--- src/rtl/exec_sequencer_pkg.sv ---
// Shared control-unit state codes and T-step codes for the execution sequencer.
package exec_sequencer_pkg;

    localparam logic [7:0] STATE_NEXT       = 8'h00;
    localparam logic [7:0] STATE_FETCH_PC   = 8'h01;
    localparam logic [7:0] STATE_FETCH_INST = 8'h02;
    localparam logic [7:0] STATE_HALT       = 8'h03;
    localparam logic [7:0] STATE_JUMP       = 8'h04;
    localparam logic [7:0] STATE_SET_REG    = 8'h05;
    localparam logic [7:0] STATE_ALU_EXEC   = 8'h06;
    localparam logic [7:0] STATE_ALU_STORE  = 8'h07;
    localparam logic [7:0] STATE_MOV_FETCH  = 8'h08;
    localparam logic [7:0] STATE_MOV_LOAD   = 8'h09;
    localparam logic [7:0] STATE_MOV__STORE = 8'h0A;

    typedef enum logic [7:0] {
        T1 = 8'h01,
        T2 = 8'h02,
        T3 = 8'h04,
        T4 = 8'h08,
        T5 = 8'h10
    } tstep_e;

endpackage

--- src/rtl/exec_sequencer.sv ---
// Execution sequencer: T-step counter, PC/MAR/IR registers and
// register-file / memory / ALU strobes decoded from the control-unit state.
module exec_sequencer
    import exec_sequencer_pkg::*;
(
    input  logic       clk,
    input  logic       reset,
    input  logic [7:0] state,
    input  logic [7:0] mem_rdata,
    input  logic [7:0] reg_rdata,
    input  logic [7:0] alu_result,
    output logic [7:0] cycle,
    output logic [3:0] opcode,
    output logic [7:0] instruction,
    output logic [7:0] pc,
    output logic [7:0] mem_addr,
    output logic       mem_rd,
    output logic [1:0] reg_raddr,
    output logic [1:0] reg_waddr,
    output logic [7:0] reg_wdata,
    output logic       reg_we,
    output logic       alu_en,
    output logic       halted
);

    tstep_e     r_cycle;
    tstep_e     w_cycle_nxt;
    logic [7:0] r_pc;
    logic [7:0] r_mem_addr;
    logic [7:0] r_instruction;
    logic [7:0] r_tmp;
    logic       r_halted;
    logic       w_active;

    // Strobes are also gated by reset so an asserted reset kills them at once.
    assign w_active = reset && !r_halted;

    always_ff @(posedge clk or negedge reset) begin
        if (!reset) begin
            r_cycle <= T1;
        end else begin
            r_cycle <= w_cycle_nxt;
        end
    end

    always_comb begin
        w_cycle_nxt = r_cycle;
        if (!r_halted) begin
            if (state == STATE_NEXT) begin
                w_cycle_nxt = T1;
            end else begin
                case (r_cycle)
                    T1:      w_cycle_nxt = T2;
                    T2:      w_cycle_nxt = T3;
                    T3:      w_cycle_nxt = T4;
                    T4:      w_cycle_nxt = T5;
                    T5:      w_cycle_nxt = T1;
                    default: w_cycle_nxt = T1;
                endcase
            end
        end
    end

    always_ff @(posedge clk or negedge reset) begin
        if (!reset) begin
            r_pc          <= 8'h00;
            r_mem_addr    <= 8'h00;
            r_instruction <= 8'h00;
            r_tmp         <= 8'h00;
            r_halted      <= 1'b0;
        end else if (!r_halted) begin
            case (state)
                STATE_HALT: begin
                    r_halted <= 1'b1;
                end
                STATE_FETCH_PC: begin
                    r_mem_addr <= r_pc;
                    r_pc       <= r_pc + 8'd1;
                end
                STATE_FETCH_INST: begin
                    r_instruction <= mem_rdata;
                end
                STATE_JUMP: begin
                    r_pc <= mem_rdata;
                end
                STATE_MOV_LOAD: begin
                    r_tmp <= reg_rdata;
                end
                default: ;
            endcase
        end
    end

    always_comb begin
        mem_rd    = 1'b0;
        reg_we    = 1'b0;
        alu_en    = 1'b0;
        reg_waddr = 2'd0;
        reg_wdata = 8'h00;
        if (w_active) begin
            case (state)
                STATE_FETCH_INST,
                STATE_JUMP: begin
                    mem_rd = 1'b1;
                end
                STATE_SET_REG: begin
                    mem_rd    = 1'b1;
                    reg_we    = 1'b1;
                    reg_waddr = r_instruction[1:0];
                    reg_wdata = mem_rdata;
                end
                STATE_ALU_EXEC: begin
                    alu_en = 1'b1;
                end
                STATE_ALU_STORE: begin
                    reg_we    = 1'b1;
                    reg_waddr = r_instruction[1:0];
                    reg_wdata = alu_result;
                end
                STATE_MOV__STORE: begin
                    reg_we    = 1'b1;
                    reg_waddr = r_instruction[1:0];
                    reg_wdata = r_tmp;
                end
                default: ;
            endcase
        end
    end

    assign cycle       = r_cycle;
    assign opcode      = r_instruction[7:4];
    assign instruction = r_instruction;
    assign pc          = r_pc;
    assign mem_addr    = r_mem_addr;
    assign reg_raddr   = r_instruction[3:2];
    assign halted      = r_halted;

endmodule

--- config.mk ---
export PLATFORM = sky130hd
export DESIGN_NAME = exec_sequencer
export DESIGN_NICKNAME = d
export VERILOG_FILES = /design/src/rtl/exec_sequencer_pkg.sv /design/src/rtl/exec_sequencer.sv
export SDC_FILE = /design/constraint.sdc
export NUM_CORES = 1
export LEC_CHECK = 0
export BUFFER_PORTS_ARGS = -buffer_cell sky130_fd_sc_hd__buf_2
export CORE_MARGIN = 5
export CORE_UTILIZATION = 50
export DETAILED_ROUTE_END_ITERATION = 8
export GPL_TIMING_DRIVEN = 0
export PLACE_DENSITY = 0.83
export SYNTH_ARGS = -nofsm -noshare
export SYNTH_HDL_FRONTEND = slang
export SYNTH_SLANG_ARGS = --single-unit
--- constraint.sdc ---
create_clock -name clk -period 6.1 [get_ports clk]
set_clock_uncertainty 0.2 [all_clocks]
set_input_delay 1.22 -clock clk [delete_from_list [all_inputs] [get_ports clk]]
set_output_delay 1.22 -clock clk [all_outputs]
set_load 0.02 [all_outputs]
==> impl_metrics.py <==
metrics = {
    "critical_path": {
        "worstPathCellList": "buf_2 -> nor4b_1 -> nand3_1 -> o2bb2ai_1 -> buf_2",
        "slowest_delay_ps": 650,
        "slowest_stage": "buf_2",
        "crit_top_cell": "buf_2",
        "r2r_end": "instruction[5]",
        "crit_path_end": "reg_wdata[7]",
        "path_buf_inv": 2,
        "cp.depth": 5,
        "crit_start": "reset",
        "worstSetupPathType": "in -> out",
        "endpoint_kind": "output port",
        "worstPathRequired_ps": 4680,
        "critPathMaxFanout": 40,
        "r2r_start": "halted",
        "reg2reg_slack_ps": 4100,
        "critPathArrivalTime_ps": 3040,
        "reg2regPathDepth": 3,
        "startpoint_type": "input pin",
        "crit_family": "buffers and inverters",
    },
    "timing": {
        "maxSlewHeadroom_pct": 42.9,
        "grt_setup_unrepaired": "no",
        "finalHoldViolCount": 0,
        "setup_viol": 0,
        "setup_tns_ps": 0,
        "report.final.slew_viol_count": 0,
        "fin_crit_sh_pct": 73.2,
        "tightest_slew_ps": 857,
        "max_freq_mhz": 224,
        "fin_crit_ps": 4460,
    },
    "finish": {
        "diodes": 0,
        "syn_to_final_growth_pct": 26.9,
        "fin_nets": 307,
        "final_util_pct": 66.2,
        "drive_gt1_share_pct": 48.4,
        "fill_cells": 324,
    },
    "drt": {
        "vias": 1763,
        "dr.pass1.iters": 4,
        "drt_iter0_drc": 105,
        "wirelength_um": 5010,
        "antenna_left": 0,
        "drcViolationCount": 0,
        "wl_per_cell_um": 15.5,
        "vias_per_cell": 5.46,
    },
    "synth": {
        "syn_inst": 183,
        "async_flop_share_pct": 100,
        "synth_cell_types": 42,
        "ys_ff_latch": 38,
        "ys_seq_area_share_pct": 45.3,
        "synth_area_um2": 2100,
        "yosys_most_used_dff": "dfrtp_1",
        "ys_warn_count": 0,
        "synth_edf_count": 0,
        "avgSynthCellArea_um2": 11.5,
    },
    "clock_tree": {
        "cts_resized": 0,
        "numCtsBuffers": 5,
        "clkTransAtPathRegs_ps": 70,
        "hold_buffers": 0,
        "root_buffer": "clkbuf_8",
        "cts_sinks": 38,
        "cts_tree": "built",
        "htree_levels": 2,
        "cts_setup_buffers": 0,
        "clk_latency_ps": 290,
        "clockBufferDepth": 2,
    },
    "global_routing": {
        "grt.overflow.total": 0,
        "grt_max_degree": 41,
        "first_global_vias": 1768,
        "grtUsageTotal_pct": 18.9,
        "antenna_found_initial": 0,
        "grt_pass1_wl_um": 8130,
    },
    "placement": {
        "hpwl_um": 3840,
        "numPortBuffers": 80,
        "place.gp.congestion": 0.819,
    },
    "power_and_ir_drop": {
        "p_per_area_nw_per_um2": 246,
        "p_leak_nw": 1.43,
        "power_uw": 655,
        "peakVddDrop_mv": 0.121,
    },
    "outcome": {
        "status": "complete, no violations",
    },
    "floorplanning": {
        "die_area_um2": 5600,
        "rows": 23,
        "die_y_um": 74.8,
        "start_util_pct": 52.2,
        "core_um2": 4030,
        "io_pins": 86,
        "die_w_um": 74.8,
    },
    "min_path": {
        "hold_class": "reg -> reg",
    },
    "job": {
        "drv_cap": 0,
    },
}
-- routing by layer --
layer | part of all wire, % | global-route usage (%)
met1 | 43 | 23.8
met2 | 47 | 31.3
met3 | 8.1 | 6.28
met4 | 1.1 | 4.55
met5 | 0 | 0
-- metrics by stage --
stage | hold WS, ps | setup slack [ps] | cells | cell area (um^2)
4_1_cts | 308 | 1560 | 323 | 2670
5_1_grt | 326 | 1370 | 323 | 2670
3_5_place_dp | 291 | 1570 | 315 | 2570
6_report | 302 | 1640 | 323 | 2670
3_3_place_gp | 285 | 1550 | 315 | 2570
2_1_floorplan | 280 | 1990 | 185 | 2110
-- sequential cells by signal (all words and copies together), names as in the netlist --
name / count
cycle: 5
halted: 1
instruction: 8
mem_addr: 8
pc: 8
r_tmp: 8
-- Yosys cell counts, types with 2 or more instances --
cell	count	area share [%]
nor2b_1	2	0.60
nor4b_1	5	2.1
mux2_2	24	13
buf_2	4	0.95
nor2_1	6	1.1
clkbuf_1	2	0.36
o2bb2ai_1	8	3.3
xor2_1	2	0.83
and3_1	2	0.60
nand4_1	4	1.2
mux2i_1	15	7.1
and2_1	3	0.89
buf_4	9	3.2
inv_1	5	0.89
dfrtp_1	37	44
and4_1	2	0.83
buf_1	2	0.36
nor4_4	3	3.0
nand3_1	5	1.2
nand2_1	5	0.89
o21ai_0	5	1.2
a22o_1	4	1.7
a21oi_1	6	1.4
a2bb2oi_1	3	1.3
a22oi_1	2	0.71
a31o_2	2	0.83
-- area by class of cell --
| cell class | count | area [um^2] | share of cell area [%] |
|---|---|---|---|
| multi-input combinational | 125 | 1040 | 38.8 |
| inverter | 5 | 18.8 | 0.704 |
| tap | 50 | 62.6 | 2.35 |
| clock buffer | 6 | 82.6 | 3.10 |
| clock inverter | 2 | 12.5 | 0.469 |
| buffer | 17 | 103 | 3.85 |
| timing repair buffer | 80 | 400 | 15.0 |
| sequential | 38 | 952 | 35.7 |
-- logic make-up after synthesis --
family	after synthesis	share of synthesized area (%)
flops	38	45.3
fa+ha+maj	1	0.595
other cells	1	0.178
buf+inv	22	5.77
mux	39	20.0
simple gates	44	14.8
compound gates	36	12.6
xor+xnor	2	0.833
-- power breakdown --
group / switching [mW] / internal (mW)
Combinational: 0.0890 / 0.0715
Sequential: 0.0334 / 0.281
Clock: 0.0889 / 0.0908
-- layout by cell type, fill, tap and decap left out, types with 5 or more instances in the layout --
| master | n |
|---|---|
| a21oi_1 | 6 |
| buf_2 | 84 |
| buf_4 | 9 |
| clkbuf_8 | 6 |
| dfrtp_1 | 37 |
| inv_1 | 5 |
| mux2_2 | 24 |
| mux2i_1 | 15 |
| nand2_1 | 5 |
| nand3_1 | 5 |
| nor2_1 | 6 |
| nor4b_1 | 5 |
| o21ai_0 | 5 |
| o2bb2ai_1 | 8 |
-- how the worst min path moves through the flow --
stage,start,to,slack [ps],depth (start not counted)
floorplan,r_tmp[0],r_tmp[0],280,1
global placement,mem_addr[0],mem_addr[0],280,1
detailed placement,mem_addr[5],mem_addr[5],290,1
CTS,mem_addr[5],mem_addr[5],310,1
global route,mem_addr[5],mem_addr[5],330,1
finish,mem_addr[5],mem_addr[5],300,1
Power figures use the tool's default switching activity.
